## src/rtl/cache_pmem_arbiter.sv

```systemverilog
// Two-requester arbiter sharing one physical-memory port between the icache fill path
// and the dcache fill/writeback path, one full-line transaction at a time.
`timescale 1ns/1ps

module cache_pmem_arbiter #(
  parameter int LINE_WIDTH = 256,
  parameter int ADDR_WIDTH = 32,
  parameter int D_PRIORITY = 1
) (
  input  logic                  clk,
  input  logic                  reset_n,
  input  logic                  i_read,
  input  logic [ADDR_WIDTH-1:0] i_address,
  output logic [LINE_WIDTH-1:0] i_rdata,
  output logic                  i_resp,
  input  logic                  d_read,
  input  logic                  d_write,
  input  logic [ADDR_WIDTH-1:0] d_address,
  input  logic [LINE_WIDTH-1:0] d_wdata,
  output logic [LINE_WIDTH-1:0] d_rdata,
  output logic                  d_resp,
  output logic                  pmem_read,
  output logic                  pmem_write,
  output logic [ADDR_WIDTH-1:0] pmem_address,
  output logic [LINE_WIDTH-1:0] pmem_wdata,
  input  logic [LINE_WIDTH-1:0] pmem_rdata,
  input  logic                  pmem_resp
);

  typedef enum logic [1:0] {IDLE, SERVE_I, SERVE_D, DONE} state_t;

  localparam bit DP = (D_PRIORITY != 0);

  state_t                r_state;
  logic                  r_last_d;
  logic [LINE_WIDTH-1:0] r_i_rdata;
  logic                  r_i_resp;
  logic [LINE_WIDTH-1:0] r_d_rdata;
  logic                  r_d_resp;
  logic                  r_pmem_read;
  logic                  r_pmem_write;
  logic [ADDR_WIDTH-1:0] r_pmem_address;
  logic [LINE_WIDTH-1:0] r_pmem_wdata;

  logic w_i_req;
  logic w_d_req;
  logic w_grant_d;

  assign w_i_req = i_read;
  assign w_d_req = d_read | d_write;
  // On a tie, D wins under priority mode, otherwise whoever was not granted last.
  assign w_grant_d = w_d_req && (!w_i_req || DP || !r_last_d);

  always_ff @(posedge clk or negedge reset_n) begin
    if (!reset_n) begin
      // NOTE: the wide rdata/wdata registers are reset too, since the outputs must read 0 in reset.
      r_state        <= IDLE;
      r_last_d       <= 1'b0;
      r_i_rdata      <= '0;
      r_i_resp       <= 1'b0;
      r_d_rdata      <= '0;
      r_d_resp       <= 1'b0;
      r_pmem_read    <= 1'b0;
      r_pmem_write   <= 1'b0;
      r_pmem_address <= '0;
      r_pmem_wdata   <= '0;
    end else begin
      // NOTE: non-blocking defaults first; a later assignment in the case overrides them.
      r_i_resp <= 1'b0;
      r_d_resp <= 1'b0;
      case (r_state)
        IDLE: begin
          if (w_i_req || w_d_req) begin
            r_last_d <= w_grant_d;
            if (w_grant_d) begin
              r_pmem_address <= d_address;
              r_pmem_wdata   <= d_wdata;
              r_pmem_write   <= d_write;
              r_pmem_read    <= !d_write;
              r_state        <= SERVE_D;
            end else begin
              r_pmem_address <= i_address;
              r_pmem_read    <= 1'b1;
              r_pmem_write   <= 1'b0;
              r_state        <= SERVE_I;
            end
          end
        end
        SERVE_I, SERVE_D: begin
          if (pmem_resp) begin
            r_pmem_read  <= 1'b0;
            r_pmem_write <= 1'b0;
            r_state      <= DONE;
            if (r_state == SERVE_I) begin
              r_i_resp  <= 1'b1;
              r_i_rdata <= pmem_rdata;
            end else begin
              r_d_resp <= 1'b1;
              if (r_pmem_read) r_d_rdata <= pmem_rdata;
            end
          end
        end
        DONE:    r_state <= IDLE;
        default: r_state <= IDLE;
      endcase
    end
  end

  assign i_rdata      = r_i_rdata;
  assign i_resp       = r_i_resp;
  assign d_rdata      = r_d_rdata;
  assign d_resp       = r_d_resp;
  assign pmem_read    = r_pmem_read;
  assign pmem_write   = r_pmem_write;
  assign pmem_address = r_pmem_address;
  assign pmem_wdata   = r_pmem_wdata;

  // Simultaneous dcache read and write is treated as a write but is never expected.
  a_d_rw_exclusive: assert property (@(posedge clk) disable iff (!reset_n) !(d_read && d_write));
  a_resp_exclusive: assert property (@(posedge clk) disable iff (!reset_n) !(r_i_resp && r_d_resp));
  a_strobe_exclusive: assert property (@(posedge clk) disable iff (!reset_n) !(r_pmem_read && r_pmem_write));

endmodule

```

## config.mk

```make
export PLATFORM = sky130hd
export DESIGN_NAME = cache_pmem_arbiter
export DESIGN_NICKNAME = d
export VERILOG_FILES = /design/src/rtl/cache_pmem_arbiter.sv
export SDC_FILE = /design/constraint.sdc
export NUM_CORES = 1
export LEC_CHECK = 0
export CAP_MARGIN = 20
export CORE_AREA = 2 2 538 540
export DETAILED_ROUTE_END_ITERATION = 8
export DIE_AREA = 0 0 540 542
export GPL_TIMING_DRIVEN = 0
export PLACE_DENSITY = 0.39
export SETUP_SLACK_MARGIN = 0.4
export SLEW_MARGIN = 15
export SYNTH_ARGS = -nofsm -noshare
export SYNTH_HDL_FRONTEND = slang
export SYNTH_SLANG_ARGS = --single-unit
```

## constraint.sdc

```tcl
create_clock -name clk -period 4.3 [get_ports clk]
set_clock_uncertainty 0.05 [all_clocks]
set_input_delay 1.29 -clock clk [delete_from_list [all_inputs] [get_ports clk]]
set_output_delay 1.29 -clock clk [all_outputs]
set_load 0.01 [all_outputs]
```

# Word level (Yosys, flattened, before mapping)
# Cells that the tools add are included.
# classes
eq_ne	5
muxes	18
bitwise_logic	2
n_reduce_logical	11
# op_table
cell	n
$mux W32	1
$mux W1	11
$reduce_and A3 Y1	3
$mux W2	3
$pmux W2 S3	1
$eq A2 B2 Y1 const B	2
$ne A2 B2 Y1 const B	2
$pmux W1 S2	2
$reduce_and A2 Y1	2
$reduce_and A4 Y1	1
$eq A2 B1 Y1 const B	1
$logic_not A2 Y1	1
$reduce_bool A2 Y1	1
$reduce_or A2 Y1	1
$logic_not A1 Y1	1
$logic_or A1 B1 Y1	1
$not A1 Y1	1
$or A1 B1 Y1	1
# word_totals
register_bits	806
in_bits	582
out_inout_bits	804
word_cells	45

# Depth between registers and ports, before layout
# logic_depth
ltp_word	4
mapped_depth	7
mapped_depth_nobuf	5

# Least setup slack after synthesis
# OpenSTA, ideal clock, no wires.
# synth_path
path_type	input-to-reg
from	in pmem_resp
to	reg r_i_rdata[163], in the netlist i_rdata[163]
setup_ns	0.125
arrival_time_ns	2.270
required_time_ns	4.125
setup_slack_ns	1.855
stages	5
path_buffers	2
path_cell_list	nand2_1 > inv_2 > buf_2 > buf_2 > mux2_2
# synth_via
elab_chain_len	1
# synth_lines
item	line_no	rtl
start: declaration	27	input logic pmem_resp
$reduce_and A3 Y1 (no line)	n/a	
end signal: assignment	96	r_i_rdata <= pmem_rdata;
end: declaration	36	logic [LINE_WIDTH-1:0] r_i_rdata;
# No other way between the ends.
# A chain may end at the register's enable or synchronous reset.

# Worst setup path in the final report
# layout_path
from	in pmem_resp
to	reg r_i_rdata[178], in the netlist i_rdata[178]
# Same word-level chain as after synthesis.

==> flow_metrics.env <==
export IMPL_status="complete, no violations"
export IMPL_post_cts_setup_buffer_count=0
export IMPL_leakage_nw=22.1
export IMPL_avgSynthCellArea_um2=17.4
export IMPL_grt_ovfl_total=0
export IMPL_vias=22566
export IMPL_clock_fmax_mhz=274
export IMPL_drtPass1Iterations=6
export IMPL_dpl_cell_area_mm2=0.0500
export IMPL_hpwl_mm=182
export IMPL_synthesis_instances=1790
export IMPL_syn_area_mm2=0.0312
export IMPL_grt_busiest_layer="met2"
export IMPL_synth_seq_cells=806
export IMPL_grt_max_degree=137
export IMPL_worst_ir_drop_vdd_mv=0.401
export IMPL_cts_resized=0
export IMPL_pin_count=1386
export IMPL_rsz0062_at_grt="false"
export IMPL_wirelength_mm=213
export IMPL_core_mm2=0.287
export IMPL_start_util_pct=10.9
export IMPL_holdBufCountCts=0
export IMPL_portBuffers=1385
export IMPL_use_met1_pct=16.3
export IMPL_end_kind="flop"
export IMPL_critical_path_startpoint="pmem_resp"
export IMPL_cp_required_ps=4920
export IMPL_grt_use_total_pct=14.1
export IMPL_rows=197
export IMPL_power_density_mw_per_mm2=798
export IMPL_clock_path_buffers=4
export IMPL_slew_violations=0
export IMPL_crit_arrival_ps=4270
export IMPL_drtIter0Drc=1027
export IMPL_wire_per_inst_um=29.6
export IMPL_cts_tree="done"
export IMPL_insertion_delay_ps=770
export IMPL_synth_ff_type="dfrtp_1"
export IMPL_clk_pin_slew_ps=60
export IMPL_drcViolationCount=0
export IMPL_min_period_ps=3650
export IMPL_fp_dieH_um=542
export IMPL_ff2ff_setup_slack_ps=1070
export IMPL_reg2reg_from="r_state[1]"
export IMPL_worstSetupStartpointType="primary input"
export IMPL_final_nets=3882
export IMPL_fin_hold_ws_ps=308
export IMPL_grt_pass1_wl_mm=269
export IMPL_cts_sink_count=806
export IMPL_ant_nets=0
export IMPL_synth_cell_types=28
export IMPL_globalRouteMet2Util_pct=22.2
export IMPL_synth_edf_count=0
export IMPL_die_area_mm2=0.293
export IMPL_slew_headroom_pct=36.8
export IMPL_numCtsBuffers=112
export IMPL_timing_final_crit_share_pct=84.9
export IMPL_critPathCapture="i_rdata[178]"
export IMPL_cts_max_level=3
export IMPL_ff2ff_path_depth=7
export IMPL_worst_pin_slew_ps=948
export IMPL_crit_type="in2reg"
export IMPL_grt_pass1_vias=23767
export IMPL_yosys_warnings=0
export IMPL_use_met3_pct=8.26
export IMPL_drive_above_1_share_pct=30.7
export IMPL_finalSetupViolCount=0
export IMPL_via_per_inst=3.14
export IMPL_min_path_type="in2async"
export IMPL_critPathMaxFanout=10
export IMPL_die_width_um=540
export IMPL_hold_violations=0
export IMPL_r2r_end="i_rdata[178]"
export IMPL_ys_async_sr_fraction_pct=100
export IMPL_area_growth_syn_to_layout_pct=72.5
export IMPL_cap_violations=0
export IMPL_grt_antenna_before_repair=181
export IMPL_final_area_mm2=0.0537
export IMPL_globalplace_congestion=0.877
export IMPL_clockRootBuffer="clkbuf_16"
export IMPL_synth_nets=2376
export IMPL_ys_seq_area_share_pct=64.7
## per-layer routing
metal / up-vias / part of all wire (%)
li1: 9413 / -
met1: 11429 / 39
met2: 1281 / 45
met3: 333 / 14
met4: 110 / 2.4
met5: - / 0.33
## registers in the layout, indices dropped and copies added, names as in the netlist
| signal | count |
|---|---|
| d_rdata | 256 |
| i_rdata | 256 |
| pmem_wdata | 256 |
| pmem_address | 32 |
| r_state | 2 |
| d_resp | 1 |
| i_resp | 1 |
| pmem_read | 1 |
| pmem_write | 1 |
## power by group
part	internal (mW)	switching (mW)
clock network	5.73	3.85
logic	10.8	9.08
registers	11.4	2.11
## synth_stat cells, types with 2 or more instances
cell type / number / share of area [%]
o2bb2ai_1: 2 / 0.056
inv_1: 3 / 0.036
ha_1: 4 / 0.16
buf_4: 17 / 0.41
clkbuf_1: 6 / 0.072
mux2_4: 200 / 9.6
buf_8: 21 / 1.0
mux2_2: 569 / 21
o21ai_0: 32 / 0.51
buf_2: 42 / 0.67
mux2i_1: 36 / 1.2
nand2_1: 33 / 0.40
buf_6: 5 / 0.18
dfrtp_1: 806 / 65
## cells in the final DEF, fill, tap and decap left out, types with 3 or more instances in the layout
cell                n
dfrtp_1           806
nand2_1            33
clkbuf_16         113
buf_8              21
diode_2            34
o21ai_0            32
inv_6               3
clkbuf_1           36
inv_1               3
mux2_2            569
ha_1                4
clkdlybuf4s50_1  1384
mux2_4            200
clkbuf_8           22
clkinv_2           12
mux2i_1            36
buf_6               5
buf_16              8
clkinv_4            3
buf_2              42
buf_4              17
bufinv_16           9
## worst min-delay path by stage
stage	slack, ps	depth (start not counted)	to	start
floorplan	430	1	r_state[1]	r_state[1]
global placement	420	2	pmem_address[15]	pmem_address[15]
detailed placement	420	2	pmem_address[28]	pmem_address[28]
CTS	220	1	pmem_wdata[93]	reset_n
global route	270	1	pmem_wdata[88]	reset_n
finish	310	1	pmem_wdata[93]	reset_n
## critical path, cell delays in order
cell and delay, ps:
clkdlybuf4s50_1 520, nand2_1 420, inv_2 410, buf_2 470
buf_2 680, mux2_2 410
## cell families (layout without fill, tap and decap cells)
| group | after synthesis | in the layout | share of synthesized area, % |
|---|---|---|---|
| other cells | 0 | 34 | 0 |
| simple gates | 38 | 38 | 0.514 |
| flops | 806 | 806 | 64.7 |
| compound gates | 40 | 40 | 0.755 |
| mux | 805 | 805 | 31.4 |
| fa+ha+maj | 4 | 4 | 0.161 |
| buf+inv | 97 | 1685 | 2.48 |
## layout make-up
cell class,count,area (um2)
clock buffers,165,3240
multi-input cells,887,10200
well taps,3781,4730
diodes,34,85.1
flip-flops and latches,806,20200
inverters,4,15.0
clock inverters,31,438
repair buffers,1392,14100
fillers,31143,233000
plain buffers,93,757
## metrics by stage
step	setup WS [ps]	cells	TNS, ps	total power, mW	utilization [%]
final	649	7193	0	42.9	18.7
after global routing	511	7162	0	45.2	18.7
after CTS	563	7159	0	44.0	18.7
after detailed placement	-356	6963	-10570	34.0	17.4
after global placement	-39480	6956	-	34.0	17.3
after floorplan	1850	1790	0	20.5	-
Note: power is estimated with default switching activity, not from simulation.
==> edit 1 (same flow settings) <==
`ADDR_WIDTH`: 32 -> 24.
--- a/src/rtl/cache_pmem_arbiter.sv
+++ b/src/rtl/cache_pmem_arbiter.sv
@@ -4,7 +4,7 @@
 
 module cache_pmem_arbiter #(
   parameter int LINE_WIDTH = 256,
-  parameter int ADDR_WIDTH = 32,
+  parameter int ADDR_WIDTH = 24,
   parameter int D_PRIORITY = 1
 ) (
   input  logic                  clk,
Interface: changed (resized d_address, i_address and pmem_address); port bits go from 1386 to 1362. The function was not compared with the original's and may differ.
==> edit 1 against the original RTL <==
Total power shrank 2.0%. Synthesized area shrank 1.0%. Setup slack gained 100 ps. Design area shrank 1.3%. Routed wire length shrank 5.1%. Via count shrank 2.5%. Hold slack gained 100 ps. Die area is the same. Sequential cell count shrank 8. Critical path type unchanged. Largest cell class unchanged.
==> edit 1: results (changes against the original RTL) <==
| Metric | Value |
|---|---|
| Synth Instances | `1758 (-1.8%)` |
| Post-Place Worst Slack | `-318 ps (+38.5 ps)` |
| Rel. slew slack | `40.5% (+3.7 points)` |
| DR vias/cell | `3.08 (-1.8%)` |
| Pre-Repair DR Iteration Count | `5 (-1)` |
| Dpl cells | `6905 (-0.83%)` |
| Synth Area in Compound Gates | `0.588% (-0.17 points)` |
| Placer congestion estimate | `0.859 (-2.1%)` |
| R2R setup slack | `1130 ps (+60 ps)` |
| Outcome | `complete, no violations` |
| Comb pwr | `0.0194 W (-2%)` |
| Switching portion of total power | `35.0% (-0.060 points)` |
| Port Buffers | `1359 (-1.9%)` |
| Cell Area, Placed | `49400 sq um (-1.2%)` |
| Final hold slack | `412 ps (+104 ps)` |
| Sequential power share | `32.1% (+0.7 points)` |
| Leak Pwr | `21.8 nW (-1.3%)` |
| Vias in the first global route | `23400 (-1.4%)` |
| Worst vdd ir | `350 uV (-13%)` |
| Crit path DAT | `4200 ps (-70 ps)` |
| Num CTS Buffers | `110 (-1.8%)` |
| Largest net degree at the start of global routing | `133 (-2.9%)` |
| Area contributors post-synth | `dfrtp_1 (65%), mux2_2 (20%), mux2_4 (9.7%)` |
| Mapped Nets | `2328 (-2.0%)` |
| Drt wl/cell | `28.3 um (-4.4%)` |
| DR iter-0 viols | `920 (-10%)` |
| Layout cells sized above 1 | `30.8% (+0.071 points)` |
edit 1: changes by cell type after synthesis, sizes merged:
cell	delta
buf	+5
nand2	-8
clkbuf	-5
mux2i	-8
dfrtp	-8
o21ai	-8
edit 1: worst max-delay path by stage:
| stage | from | to | slack (ps) | cells after the start |
|---|---|---|---|---|
| floorplan | d_write | pmem_wdata[215]$_DFFE_PN0P_ | 1770 | 5 |
| global placement | reset_n | d_rdata[216]$_DFFE_PN0P_ | -39280 | 1 |
| detailed placement | pmem_resp | i_rdata[186]$_DFFE_PN0P_ | -320 | 6 |
| CTS | pmem_resp | i_rdata[188]$_DFFE_PN0P_ | 610 | 6 |
| global route | pmem_resp | i_rdata[188]$_DFFE_PN0P_ | 550 | 6 |
| finish | pmem_resp | i_rdata[188]$_DFFE_PN0P_ | 750 | 6 |
edit 1: cell families after synthesis:
logic type,Yosys count
DFF,798
muxes,797
adders and majority gates,4
AOI/OAI and AO/OA,32
and+or+nand+nor,30
buffers and inverters,97
edit 1: area by class of cell:
cell class / count / area [sq um]
fill: 31200 / 234000
sequential: 798 / 20000
timing repair buffer: 1366 / 13800
multi-input combinational: 863 / 10100
tap: 3781 / 4730
clock buffer: 157 / 3170
buffer: 93 / 802
clock inverter: 34 / 372
antenna: 45 / 113
inverter: 4 / 15.0
edit 1: metal layers:
layer | up-vias | part of all wire, % | track usage (%)
li1 | 9291 | - | -
met1 | 11100 | 40 | 15.9
met2 | 1234 | 44 | 20.8
met3 | 294 | 14 | 7.71
met4 | 86 | 1.9 | 2.56
met5 | - | 0.29 | 0
edit 1: worst register-to-register path: cells and delay by family, from the launching register on:
kind / cells / cell delay, ps
adders and majority gates: 1 / 160
buffers and inverters: 4 / 1790
DFF: 1 / 370
muxes: 1 / 460
and+or+nand+nor: 1 / 240
==> edit 2 (config.mk and constraints unchanged) <==
Without the edit above. Put one more register stage on the output `pmem_wdata`. The value now appears one clock later. The other outputs are not delayed to match.
--- a/src/rtl/cache_pmem_arbiter.sv
+++ b/src/rtl/cache_pmem_arbiter.sv
@@ -113,7 +113,9 @@
   assign pmem_read    = r_pmem_read;
   assign pmem_write   = r_pmem_write;
   assign pmem_address = r_pmem_address;
-  assign pmem_wdata   = r_pmem_wdata;
+  always_ff @(posedge clk) begin
+    pmem_wdata <= r_pmem_wdata;
+  end
 
   // Simultaneous dcache read and write is treated as a write but is never expected.
   a_d_rw_exclusive: assert property (@(posedge clk) disable iff (!reset_n) !(d_read && d_write));
Check against the original RTL: not settled (the Yosys comparison gave no result); the edit may change what the design does.
==> edit 2 against the original RTL <==
Routed wire length is 13% lower. Synthesized cell count grew 14%. Design area up 11%. Final cell count grew 4.1%. Setup slack gained 300 ps. Synthesized area up 16%. Fmax up 9.0%. Sequential cell count rose by 256. Total power increased by 12%. Count of clock-buffer cells in the layout grew 41. Critical path type is now reg2out. Largest cell class unchanged. Largest power group unchanged.
==> edit 2: results (changes against the original RTL) <==
| Metric | Value |
|---|---|
| Outcome | `complete, no violations` |
| Hold Path Class | `reg2reg` |
| Fillers | `30700 (-1.4%)` |
| Num CTS Buffers | `141 (+26%)` |
| Top delay family on crit path | `buffers and inverters` |
| Yosys top cell area share | `55.6% (-9.2 points)` |
| Initial antenna violation count | `127 (-30%)` |
| Leak Pwr | `24.7 nW (+12%)` |
| Crit path DAT | `2010 ps (-2260 ps)` |
| CP max stage cell | `clkdlybuf4s50_1` |
| Worst vdd ir | `323 uV (-20%)` |
| H-tree depth | `4 (+1)` |
| Final nets | `4167 (+7.3%)` |
| Placer congestion estimate | `0.909 (+3.7%)` |
| Drt total wl | `185000 um (-13%)` |
| Total number of vias | `24000 (+6.6%)` |
| Clk buf depth | `4 (unchanged)` |
| Largest net degree at the start of global routing | `137 (unchanged)` |
| Post-CTS setup buffer count | `0 (unchanged)` |
| Vias in the first global route | `25700 (+8.1%)` |
| Synth warnings | `0 (unchanged)` |
| Dpl hpwl | `151000 um (-17%)` |
| CP Max Fanout | `1 (-9)` |
| Clock Tree Root | `clkbuf_16` |
| Asr flop ratio synth | `75.9% (-24 points)` |
| Rel. slew slack | `34.7% (-2.1 points)` |
| Mapped Nets | `2633 (+11%)` |
| Gates resized, CTS repair | `0 (unchanged)` |
| CTS clk-pin slew, worst paths | `70 ps` |
| Post-synthesis cell type count | `29 (+3.6%)` |
| Synth top cells by count | `dfrtp_1 (806), mux2_2 (569), dfxtp_1 (256)` |
| Max incr delay on CP | `740 ps (+60 ps)` |
| First-pass GRT wire length | `244000 um (-9.2%)` |
| Post-synthesis sequential area ratio | `69.7% (+5.0 points)` |
| Pre-Repair DR Iteration Count | `4 (-2)` |
| Clock latency on the worst-skew pair | `800 ps (+30 ps)` |
| Port Buffers | `1385 (unchanged)` |
| Global Route Usage Sum | `12.3% (-1.9 points)` |
| Layout cells sized above 1 | `29.3% (-1.4 points)` |
| Post-Place Worst Slack | `113 ps (+469 ps)` |
| DR iter-0 viols | `875 (-15%)` |
| Area contributors post-synth | `dfrtp_1 (56%), mux2_2 (18%), dfxtp_1 (14%)` |
## edit 2: layout make-up
type | instances | area (sq um) | area share, %
diodes | 19 | 47.5 | 0.0796
plain buffers | 95 | 767 | 1.28
clock buffers | 206 | 4040 | 6.77
clock inverters | 43 | 567 | 0.949
inverters | 3 | 11.3 | 0.0189
multi-input cells | 887 | 10200 | 17.1
flip-flops and latches | 1062 | 25300 | 42.4
well taps | 3781 | 4730 | 7.92
repair buffers | 1391 | 14000 | 23.5
## edit 2: logic make-up after synthesis
family          share of synthesized area [%]
fa+ha+maj                               0.138
buf+inv                                  2.14
simple gates                            0.448
compound gates                          0.648
flops                                    69.7
mux                                      26.9
## edit 2: per-stage QoR
step | instance area, sq um | util (%) | total power [W] | std cells
floorplan | 36300 | - | 0.0244 | 2047
global placement | 54900 | 19.1 | 0.0366 | 7213
CTS | 59700 | 20.8 | 0.0489 | 7468
global route | 59700 | 20.8 | 0.0503 | 7470
detailed placement | 55100 | 19.2 | 0.0366 | 7219
finish | 59700 | 20.8 | 0.0478 | 7487
## edit 2: worst paths after layout
path                                              start                           end  slack (ps)  cells after the start
max                                    d_resp$_DFF_PN0_                        d_resp         950                      1
min                        r_pmem_wdata[55]$_DFFE_PN0P_        pmem_wdata[55]$_DFF_P_         290                      0
max reg2reg                      r_state[1]$_DFFE_PN0P_       i_rdata[77]$_DFFE_PN0P_        1560                      7
min reg2reg                r_pmem_wdata[55]$_DFFE_PN0P_        pmem_wdata[55]$_DFF_P_         290                      0
max in group asynchronous                       reset_n      d_rdata[201]$_DFFE_PN0P_        1290                      4
min in group asynchronous                       reset_n  r_pmem_wdata[66]$_DFFE_PN0P_         410                      1
## edit 2: routing by layer
layer  routed length [um]  global-route usage, %  share of wire, %  vias up
met5                  566                      0              0.31        -
met4                 5140                   3.30               2.8       86
met3                20700                   6.09                11      372
met2                90700                   21.3                49     1219
met1                67500                   13.0                37    12100
li1                     -                      -                 -    10300
## edit 2: power by group
part           internal [W]  switching [W]  leakage [nW]
Sequential           0.0150        0.00249          11.9
Clock               0.00697        0.00485          2.25
Combinational        0.0108        0.00772          10.5
